[src/rtl/uart_pkg.sv]
// Shared types and helpers for the UART receive/transmit slice.
package uart_pkg;

    typedef enum logic [2:0] {
        IDLE  = 3'd0,
        START = 3'd1,
        DATA  = 3'd2,
        STOP  = 3'd3,
        BREAK = 3'd4
    } rx_state_t;

    localparam int DATA_BITS = 8;

    // Rounded clk_hz / (baud * os), i.e. clocks per oversample tick.
    function automatic int tick_div(input int clk_hz, input int baud, input int os);
        return (clk_hz + (baud * os) / 2) / (baud * os);
    endfunction

endpackage

[src/rtl/uart_rx_if.sv]
// Byte delivery bus of the receiver: valid/ready buffer plus error pulses.
interface uart_rx_if;
    import uart_pkg::*;

    logic [DATA_BITS-1:0] data;
    logic                 valid;
    logic                 ready;
    logic                 frame_err;
    logic                 overrun;

    modport master (output data, output valid, output frame_err, output overrun, input ready);
    modport slave  (input data, input valid, input frame_err, input overrun, output ready);

endinterface

[src/rtl/uart_tick_gen.sv]
// Oversample tick divider; clear restarts the count so ticks align to a frame edge.
module uart_tick_gen #(
    parameter int TICK_DIV = 27
) (
    input  logic clk50,
    input  logic reset,
    input  logic clear,
    output logic tick
);

    localparam int            CW   = (TICK_DIV > 1) ? $clog2(TICK_DIV) : 1;
    localparam logic [CW-1:0] LAST = CW'(TICK_DIV - 1);

    logic [CW-1:0] r_cnt;
    logic [CW-1:0] w_cnt_next;
    logic          r_tick;

    // Next count: clear wins, otherwise wrap at LAST.
    always_comb begin
        w_cnt_next = r_cnt;
        if (clear) begin
            w_cnt_next = '0;
        end else if (r_cnt == LAST) begin
            w_cnt_next = '0;
        end else begin
            w_cnt_next = r_cnt + CW'(1);
        end
    end

    // Counter and registered tick, high while the count sits at LAST.
    always_ff @(posedge clk50) begin
        if (reset) begin
            r_cnt  <= '0;
            r_tick <= 1'b0;
        end else begin
            r_cnt  <= w_cnt_next;
            r_tick <= (w_cnt_next == LAST);
        end
    end

    assign tick = r_tick;

endmodule

[src/rtl/uart_rx.sv]
// 8N1 receiver: 16x oversampling, mid-bit sampling, single-entry output buffer.
module uart_rx
    import uart_pkg::*;
#(
    parameter int CLK_HZ     = 50_000_000,
    parameter int BAUD_RATE  = 115200,
    parameter int OVERSAMPLE = 16
) (
    input  logic      clk50,
    input  logic      reset,
    input  logic      rx,
    output logic      busy,
    uart_rx_if.master bus
);

    localparam int TICK_DIV = tick_div(CLK_HZ, BAUD_RATE, OVERSAMPLE);

    logic                 r_sync1, r_sync2, r_rx_prev;
    logic                 w_fall, w_tick, w_tick_clr;
    rx_state_t            r_state, w_state_next;
    logic [3:0]           r_samp, w_samp_next;
    logic [2:0]           r_bit_idx, w_bit_idx_next;
    logic [DATA_BITS-1:0] r_shift, w_shift_next;
    logic [DATA_BITS-1:0] r_data, w_data_next;
    logic                 r_valid, w_valid_next;
    logic                 r_frame_err, w_frame_err_next;
    logic                 r_overrun, w_overrun_next;
    logic                 r_busy;

    uart_tick_gen #(.TICK_DIV(TICK_DIV)) u_tick (
        .clk50 (clk50),
        .reset (reset),
        .clear (w_tick_clr),
        .tick  (w_tick)
    );

    // Two-flop synchronizer plus edge register; all idle high.
    always_ff @(posedge clk50) begin
        if (reset) begin
            r_sync1   <= 1'b1;
            r_sync2   <= 1'b1;
            r_rx_prev <= 1'b1;
        end else begin
            r_sync1   <= rx;
            r_sync2   <= r_sync1;
            r_rx_prev <= r_sync2;
        end
    end

    assign w_fall = r_rx_prev & ~r_sync2;

    // Next-state, datapath and output-buffer logic.
    always_comb begin
        w_state_next     = r_state;
        w_samp_next      = r_samp;
        w_bit_idx_next   = r_bit_idx;
        w_shift_next     = r_shift;
        w_data_next      = r_data;
        w_frame_err_next = 1'b0;
        w_overrun_next   = 1'b0;
        w_tick_clr       = 1'b0;
        if (r_valid && bus.ready) begin
            w_valid_next = 1'b0;
        end else begin
            w_valid_next = r_valid;
        end
        case (r_state)
            IDLE: begin
                if (w_fall) begin
                    w_tick_clr     = 1'b1;
                    w_samp_next    = 4'd0;
                    w_bit_idx_next = 3'd0;
                    w_state_next   = START;
                end else begin
                    w_state_next = IDLE;
                end
            end
            START: begin
                if (w_tick && (r_samp == 4'd7)) begin
                    w_samp_next  = 4'd0;
                    w_state_next = r_sync2 ? IDLE : DATA;
                end else if (w_tick) begin
                    w_samp_next = r_samp + 4'd1;
                end else begin
                    w_samp_next = r_samp;
                end
            end
            DATA: begin
                if (w_tick && (r_samp == 4'd15)) begin
                    w_samp_next  = 4'd0;
                    w_shift_next = {r_sync2, r_shift[DATA_BITS-1:1]};
                    if (r_bit_idx == 3'(DATA_BITS - 1)) begin
                        w_bit_idx_next = 3'd0;
                        w_state_next   = STOP;
                    end else begin
                        w_bit_idx_next = r_bit_idx + 3'd1;
                    end
                end else if (w_tick) begin
                    w_samp_next = r_samp + 4'd1;
                end else begin
                    w_samp_next = r_samp;
                end
            end
            STOP: begin
                if (w_tick && (r_samp == 4'd15)) begin
                    w_samp_next = 4'd0;
                    if (!r_sync2) begin
                        w_frame_err_next = 1'b1;
                        w_state_next     = BREAK;
                    end else if (!r_valid || bus.ready) begin
                        // A same-cycle handshake frees the buffer, so the load wins.
                        w_data_next  = r_shift;
                        w_valid_next = 1'b1;
                        w_state_next = IDLE;
                    end else begin
                        w_overrun_next = 1'b1;
                        w_state_next   = IDLE;
                    end
                end else if (w_tick) begin
                    w_samp_next = r_samp + 4'd1;
                end else begin
                    w_samp_next = r_samp;
                end
            end
            BREAK: begin
                if (r_sync2) begin
                    w_state_next = IDLE;
                end else begin
                    w_state_next = BREAK;
                end
            end
            default: begin
                w_state_next = IDLE;
            end
        endcase
    end

    // State, counters, shift register and registered outputs.
    always_ff @(posedge clk50) begin
        if (reset) begin
            r_state     <= IDLE;
            r_samp      <= 4'd0;
            r_bit_idx   <= 3'd0;
            r_shift     <= '0;
            r_data      <= '0;
            r_valid     <= 1'b0;
            r_frame_err <= 1'b0;
            r_overrun   <= 1'b0;
            r_busy      <= 1'b0;
        end else begin
            r_state     <= w_state_next;
            r_samp      <= w_samp_next;
            r_bit_idx   <= w_bit_idx_next;
            r_shift     <= w_shift_next;
            r_data      <= w_data_next;
            r_valid     <= w_valid_next;
            r_frame_err <= w_frame_err_next;
            r_overrun   <= w_overrun_next;
            r_busy      <= (w_state_next != IDLE);
        end
    end

    assign bus.data      = r_data;
    assign bus.valid     = r_valid;
    assign bus.frame_err = r_frame_err;
    assign bus.overrun   = r_overrun;
    assign busy          = r_busy;

endmodule

[src/flat_wrapper.sv]
// flat-port wrapper written by rule: the top's interface ports become plain ports
module uart_rx_flat import uart_pkg::*;
#(
    parameter int CLK_HZ     = 50_000_000,
    parameter int BAUD_RATE  = 115200,
    parameter int OVERSAMPLE = 16
)
  (clk50, reset, rx, busy, bus_data, bus_valid, bus_frame_err, bus_overrun, bus_ready);
  uart_rx_if bus_i ();
  input  logic clk50;
  input  logic reset;
  input  logic rx;
  output logic busy;
  output wire logic [$bits(bus_i.data)-1:0] bus_data;
  output wire logic [$bits(bus_i.valid)-1:0] bus_valid;
  output wire logic [$bits(bus_i.frame_err)-1:0] bus_frame_err;
  output wire logic [$bits(bus_i.overrun)-1:0] bus_overrun;
  input wire logic [$bits(bus_i.ready)-1:0] bus_ready;
  assign bus_data = bus_i.data;
  assign bus_valid = bus_i.valid;
  assign bus_frame_err = bus_i.frame_err;
  assign bus_overrun = bus_i.overrun;
  assign bus_i.ready = bus_ready;
  uart_rx #(.CLK_HZ(CLK_HZ), .BAUD_RATE(BAUD_RATE), .OVERSAMPLE(OVERSAMPLE)) u_core (.clk50(clk50), .reset(reset), .rx(rx), .busy(busy), .bus(bus_i));
endmodule
[config.mk]
export PLATFORM = sky130hd
export DESIGN_NAME = uart_rx_flat
export DESIGN_NICKNAME = d
export VERILOG_FILES = /design/src/rtl/uart_pkg.sv /design/src/rtl/uart_rx_if.sv /design/src/rtl/uart_tick_gen.sv /design/src/rtl/uart_rx.sv /design/src/flat_wrapper.sv
export SDC_FILE = /design/constraint.sdc
export NUM_CORES = 1
export LEC_CHECK = 0
export BUFFER_PORTS_ARGS = -buffer_cell sky130_fd_sc_hd__buf_2
export CAP_MARGIN = 5
export CORE_ASPECT_RATIO = 0.8
export CORE_MARGIN = 1
export CORE_UTILIZATION = 57
export DETAILED_ROUTE_END_ITERATION = 12
export PLACE_DENSITY = 0.8
export SETUP_SLACK_MARGIN = 0.3
export SLEW_MARGIN = 0
export SYNTH_ARGS = -nofsm -noshare
export SYNTH_HDL_FRONTEND = slang
export SYNTH_SLANG_ARGS = --single-unit
[constraint.sdc]
create_clock -name clk50 -period 2 [get_ports clk50]
set_clock_uncertainty 0.1 [all_clocks]
set_input_delay 0.3 -clock clk50 [delete_from_list [all_inputs] [get_ports clk50]]
set_output_delay 0.3 -clock clk50 [all_outputs]
set_load 0.1 [all_outputs]
==> results of run 1 <==
[layer usage]
| metal | vias up | wire length [microns] | track usage [%] | part of all wire (%) |
|---|---|---|---|---|
| met4 | 0 | 83 | 13.18 | 2.5 |
| li1 | 625 | - | - | - |
| met1 | 606 | 1417 | 26.27 | 43 |
| met2 | 46 | 1638 | 38.41 | 49 |
| met3 | 9 | 191 | 9.091 | 5.7 |
| met5 | - | 0 | 0 | 0 |
[Yosys cell counts, types with 3 or more instances]
cell type / instances
inv_1: 5
nand3_1: 6
mux2i_1: 20
nor3_1: 6
ha_1: 5
a21oi_1: 4
or2_2: 3
xnor2_1: 4
clkbuf_1: 3
nand2b_1: 4
nor3b_1: 3
nor2_1: 30
dfxtp_1: 39
xor2_1: 3
[per-stage QoR]
stage	utilization, %	setup WS [ns]	cells	area (sq um)
after floorplan	-	0.3738	167	1688
after global placement	64.62	0.2040	217	1800
after detailed placement	64.62	0.07265	217	1800
after CTS	69.60	0.3130	225	1939
after global routing	70.99	0.2747	226	1978
final	70.99	0.3349	226	1978
[kinds of logic (layout without fill, tap and decap cells)]
kind of cell / count (synthesis) / after routing
AND/OR/NAND/NOR: 67 / 67
multiplexers: 20 / 20
flip-flops: 39 / 39
AO/OA/AOI/OAI: 18 / 18
XOR/XNOR: 7 / 7
adder cells (fa/ha/maj): 5 / 5
buffers and inverters: 11 / 32
[worst register-to-register path, stage by stage (launching register included)]
cell     delay [ns]
dfxtp_2        0.37
or4b_4         0.58
o22ai_4        0.23
mux2i_1        0.23
nor2_1         0.05
[worst min-delay path by stage]
stage                                    startpoint                        end  slack, ns
after global placement    u_core.r_sync1$_SDFF_PP1_  u_core.r_sync2$_SDFF_PP1_       0.29
after detailed placement  u_core.r_sync1$_SDFF_PP1_  u_core.r_sync2$_SDFF_PP1_       0.31
after CTS                                        rx  u_core.r_sync1$_SDFF_PP1_       0.08
after floorplan           u_core.r_sync1$_SDFF_PP1_  u_core.r_sync2$_SDFF_PP1_       0.29
final                                            rx  u_core.r_sync1$_SDFF_PP1_       0.09
after global routing                             rx  u_core.r_sync1$_SDFF_PP1_       0.07
[power breakdown]
part / switching (mW) / internal, mW
sequential: 0.00996 / 0.784
combinational: 0.0444 / 0.0269
clock: 0.275 / 0.371
total: 0.329 / 1.18
[area by class of cell]
type | instances | area [sq um]
multi-input combinational | 117 | 902.1
fill | 215 | 808.3
sequential | 39 | 792.0
timing repair buffer | 19 | 105.1
clock buffer | 5 | 68.82
tap | 38 | 47.55
clock inverter | 3 | 43.79
inverter | 5 | 18.77
[flip-flops by register name (all words and copies together), names as in the netlist]
name / flops
u_core.bus.data: 8
u_core.bus.frame_err: 1
u_core.bus.overrun: 1
u_core.bus.valid: 1
u_core.busy: 1
u_core.r_bit_idx: 3
u_core.r_rx_prev: 1
u_core.r_samp: 4
u_core.r_shift: 8
u_core.r_state: 3
u_core.r_sync1: 1
u_core.r_sync2: 1
u_core.u_tick.r_cnt: 5
u_core.u_tick.tick: 1
[what timing repair did]
action,in CTS,in global routing
pin swaps,1,1
setup endpoints to repair,20,18
setup buffers,0,1
hold buffers,0,0
cloned,0,0
resized for setup,6,10
==> qor.yml, run 1 <==
clk_latency_ns: 0.29
layout_commonest_cell: "dfxtp_1"
wl_microns: 3330
nets: 196
finalMaxSlewViolations: 0
setup_viol: 0
grt_setup_unrepaired: "true"
yosysSeqAreaShare_pct: 46.29
worstReg2RegEnd: "u_core.r_bit_idx[1]$_SDFFE_PP0P_"
path_cells: "or4b_4 > o22ai_4 > mux2i_1 > nor2_1"
finalWeightedCongestion: 0.9152
muxShareOfSynthArea_pct: 11.87
synth-simple-area-share_pct: 22.48
path_clk_slew_ns: 0.08
die_h_microns: 50.66
fmax_mhz: 600.6
drc: 0
synth_compound_area_share_pct: 8.976
h-tree-depth: 2
layout_common_cells: "dfxtp_1 (32), nor2_1 (30), mux2i_1 (20)"
worstRegToRegCells: 4
synth_xor_area_share_pct: 3.635
path_class: "flop to flop"
critPathCapture: "u_core.r_bit_idx[1]$_SDFFE_PP0P_"
start_util_pct: 60.53
diodes: 0
dp.final_hpwl_microns: 2320
maxSlewHeadroom_pct: 66.99
status: "completed"
ioPinCount: 16
worst-r2r-setup-slack_ns: 0.33
ys_ff_latch: 39
synth_edf_count: 0
drt_pre_antenna_iters: 4
synth_cell_types: 42
cap_violations: 0
worstPathArrival_ns: 1.75
viasPerCell: 5.690
netlist.area_leader.share_pct: 46.29
fin_crit_ns: 1.665
cts_tree: "built"
drive_above_1_share_pct: 27.13
dr.first_iter.drc_count: 99
grt_pass1_vias: 1259
core_sq_um: 2786
syn_area_sq_um: 1687
critPathLaunch: "u_core.r_state[1]$_SDFF_PP0_"
cp_num_cells: 4
start_kind: "flop"
rr_startpoint: "u_core.r_state[1]$_SDFF_PP0_"
peakVddDrop_mv: 0.6806
port_buffers: 15
syn2layout_area_growth_pct: 17.29
synthFlopType: "dfxtp_1"
worst-path-buf-inv: 0
vias: 1286
worst_hold_slack_ns: 0.08570
worst_slew_pin_slew_ns: 0.4986
total_power_mw: 1.512
power.density_nw_per_um2: 764.3
worstHoldPathCells: 2
synth_top_cell_by_area: "dfxtp_1"
clkSinkCount: 39
hold_class: "input port to flop"
cts_buffers: 5
finalHoldViolations: 0
grt_pass1_wl_microns: 5540
drtAntennaViolNets: 0
synth_top_family_by_area: "simple AND/OR/NAND/NOR gates"
yosysWarnings: 0
p_leak_nw: 0.8343
synth_cells: 167
die_area_sq_um: 3182
cp_top_family: "simple AND/OR/NAND/NOR gates"
cts_root_buf: "clkbuf_8"
syn_nets: 176
die_x_microns: 62.82
synthAdderAreaFrac_pct: 3.709
wl_per_cell_microns: 14.73
async_flop_share_pct: 0
cp_data_required_time_ns: 2.09
finalCritPeriodShare_pct: 83.26
slowest_delay_ns: 0.58
yosys-top-cells-area: "dfxtp_1 (46%), mux2i_1 (12%), nor2_1 (6.7%)"
clock_path_buffers: 2
grt_max_degree: 22
grt_usage_pct: 23.44
syn_area_per_cell_sq_um: 10.10
crit_fanout: 9
final.setup.tns_ns: 0
endpoint_kind: "flop"
fp-row-count: 17
critPathSlowestCell: "or4b_4"
grt_overflow: 0
grt_antenna_before_repair: 0
No activity file was read; power rests on OpenSTA's default activity.
==> run 2: changes to the inputs <==
==> constraint.sdc (replaced) <==
create_clock -name clk50 -period 1.66 [get_ports clk50]
set_clock_uncertainty 0.1 [all_clocks]
set_input_delay 0.249 -clock clk50 [delete_from_list [all_inputs] [get_ports clk50]]
set_output_delay 0.249 -clock clk50 [all_outputs]
set_load 0.1 [all_outputs]
==> qor.yml, run 2 (synthesis results as in run 1) <==
finalMaxSlewViolations: 0  # unchanged
die_area_sq_um: 3182  # unchanged
path_clk_slew_ns: 0.07  # about the same
status: "complete, but fails checks"
cp_data_required_time_ns: 1.73  # -0.36 ns
fmax_mhz: 587.3  # -2.2%
cap_violations: 0  # unchanged
maxSlewHeadroom_pct: 77.26  # +10 points
grt_overflow: 0  # unchanged
grt_antenna_before_repair: 0  # unchanged
die_x_microns: 62.82  # unchanged
clock_path_buffers: 2  # unchanged
vias: 1444  # +12%
dp.final_hpwl_microns: 2421  # +4.3%
worstPathArrival_ns: 1.78  # +0.03 ns
start_kind: "flop"
endpoint_kind: "flop"
timing.final.ws_setup_ns: -0.04264  # -0.3775 ns
grt_pass1_vias: 1388  # +10%
start_util_pct: 60.53  # unchanged
grt_setup_unrepaired: "true"
drtAntennaViolNets: 0  # unchanged
fillCellCount: 156  # -27%
power.density_nw_per_um2: 804.5  # +5.3%
hold_class: "input port to flop"
finalCritPeriodShare_pct: 102.6  # +19 points
layout_commonest_cell: "dfxtp_1"
setup_viol: 2  # +2
dr.first_iter.drc_count: 134  # +35%
core_sq_um: 2786  # unchanged
peakVddDrop_mv: 0.5782  # -15%
drive_above_1_share_pct: 45.85  # +19 points
h-tree-depth: 2  # unchanged
fp-row-count: 17  # unchanged
clk_latency_ns: 0.30  # about the same
cts_tree: "built"
holdBufCountCts: 0  # unchanged
diodes: 0  # unchanged
p_leak_nw: 0.9487  # +14%
port_buffers: 15  # unchanged
post-place-ws_ns: -0.03571  # -0.1084 ns
wl_per_cell_microns: 19.02  # +29%
clkSinkCount: 39  # unchanged
viasPerCell: 5.942  # +4.4%
syn2layout_area_growth_pct: 37.91
nets: 213  # +8.7%
fin_crit_ns: 1.703  # +0.03751 ns
ioPinCount: 16  # unchanged
finalWeightedCongestion: 0.8839  # -3.4%
wl_microns: 4622  # +39%
finalHoldViolations: 0  # unchanged
violations: "negative setup slack"
worst_slew_pin_slew_ns: 0.3411  # -0.1574 ns
drt_pre_antenna_iters: 5  # +1
grt_pass1_wl_microns: 6568  # +19%
cts_root_buf: "clkbuf_8"
grt_usage_pct: 28.44  # +5.0 points
final_util_pct: 83.48  # +12 points
drc: 0  # unchanged
path_class: "flop to flop"
crit_fanout: 3  # -6
die_h_microns: 50.66  # unchanged
layout_common_cells: "dfxtp_1 (27), buf_4 (26), nor2_1 (23)"
grt_max_degree: 18  # -18%
cts_buffers: 5  # unchanged
run 2: cell count changes in the layout (fill, tap and decap cells not counted), moves of 4 or more:
cell / before / now
buf_4: 4 / 26
buf_2: 15 / 3
nor2_1: 30 / 23
buf_6: 0 / 5
dfxtp_1: 32 / 27
nor2_2: 0 / 5
a21oi_1: 4 / 0
run 2: worst max-delay path, cell delays in order, from the launching register on:
cell and delay [ns]:
dfxtp_2 0.33, or4b_4 0.58, o22ai_4 0.22, mux2i_1 0.27
nor2_1 0.08
run 2: metrics by stage:
step	instances	power (mW)	area [sq um]	setup TNS, ns	hold slack, ns
finish	243	1.871	2326	-0.05627	0.04884
global route	243	1.928	2326	-0.2425	0.05248
CTS	239	1.859	2211	-0.01806	0.04660
detailed placement	223	1.063	1892	-0.05847	0.3089
global placement	223	1.059	1892	0	0.3023
floorplan	167	1.036	1740	0	0.2528
run 2: path summary, 6_finish.rpt:
| path | start | depth (start not counted) | to | slack, ns |
|---|---|---|---|---|
| worst max-delay path | u_core.r_state[0]$_SDFF_PP0_ | 4 | u_core.r_bit_idx[1]$_SDFFE_PP0P_ | -0.04 |
| worst min-delay path | rx | 2 | u_core.r_sync1$_SDFF_PP1_ | 0.05 |
| worst max register to register | u_core.r_state[0]$_SDFF_PP0_ | 4 | u_core.r_bit_idx[1]$_SDFFE_PP0P_ | -0.04 |
| worst min register to register | u_core.u_tick.r_cnt[0]$_SDFF_PP0_ | 1 | u_core.u_tick.r_cnt[0]$_SDFF_PP0_ | 0.33 |
run 2: layer usage:
layer / vias up / part of all wire [%] / GRT usage, % / routed length (microns)
met5: - / 0 / 0 / 0
met4: 0 / 4.1 / 12.02 / 189
met3: 30 / 5.0 / 8.182 / 233
met2: 71 / 51 / 51.81 / 2348
met1: 685 / 40 / 31.06 / 1851
li1: 658 / - / - / -
run 2: what timing repair did:
action                                  in CTS  in global routing
endpoints found under the setup margin      47                 34
gates cloned                                 0                  0
gates resized for setup                     41                 23
setup buffers                                8                  4
pin swaps                                   13                 15
run 2: layout make-up:
cell class	instances	area [sq um]	share of cell area, %
repair buffers	36	301.5	12.96
well taps	38	47.55	2.044
inverters	5	18.77	0.8069
flip-flops and latches	39	803.3	34.53
clock buffers	6	72.57	3.120
multi-input cells	117	1045	44.92
clock inverters	2	37.54	1.614
run 2: power breakdown:
group | switching [mW] | internal, mW | leakage, nW
clock network | 0.336 | 0.448 | 0.0514
registers | 0.0123 | 0.943 | 0.320
logic | 0.0765 | 0.0554 | 0.577
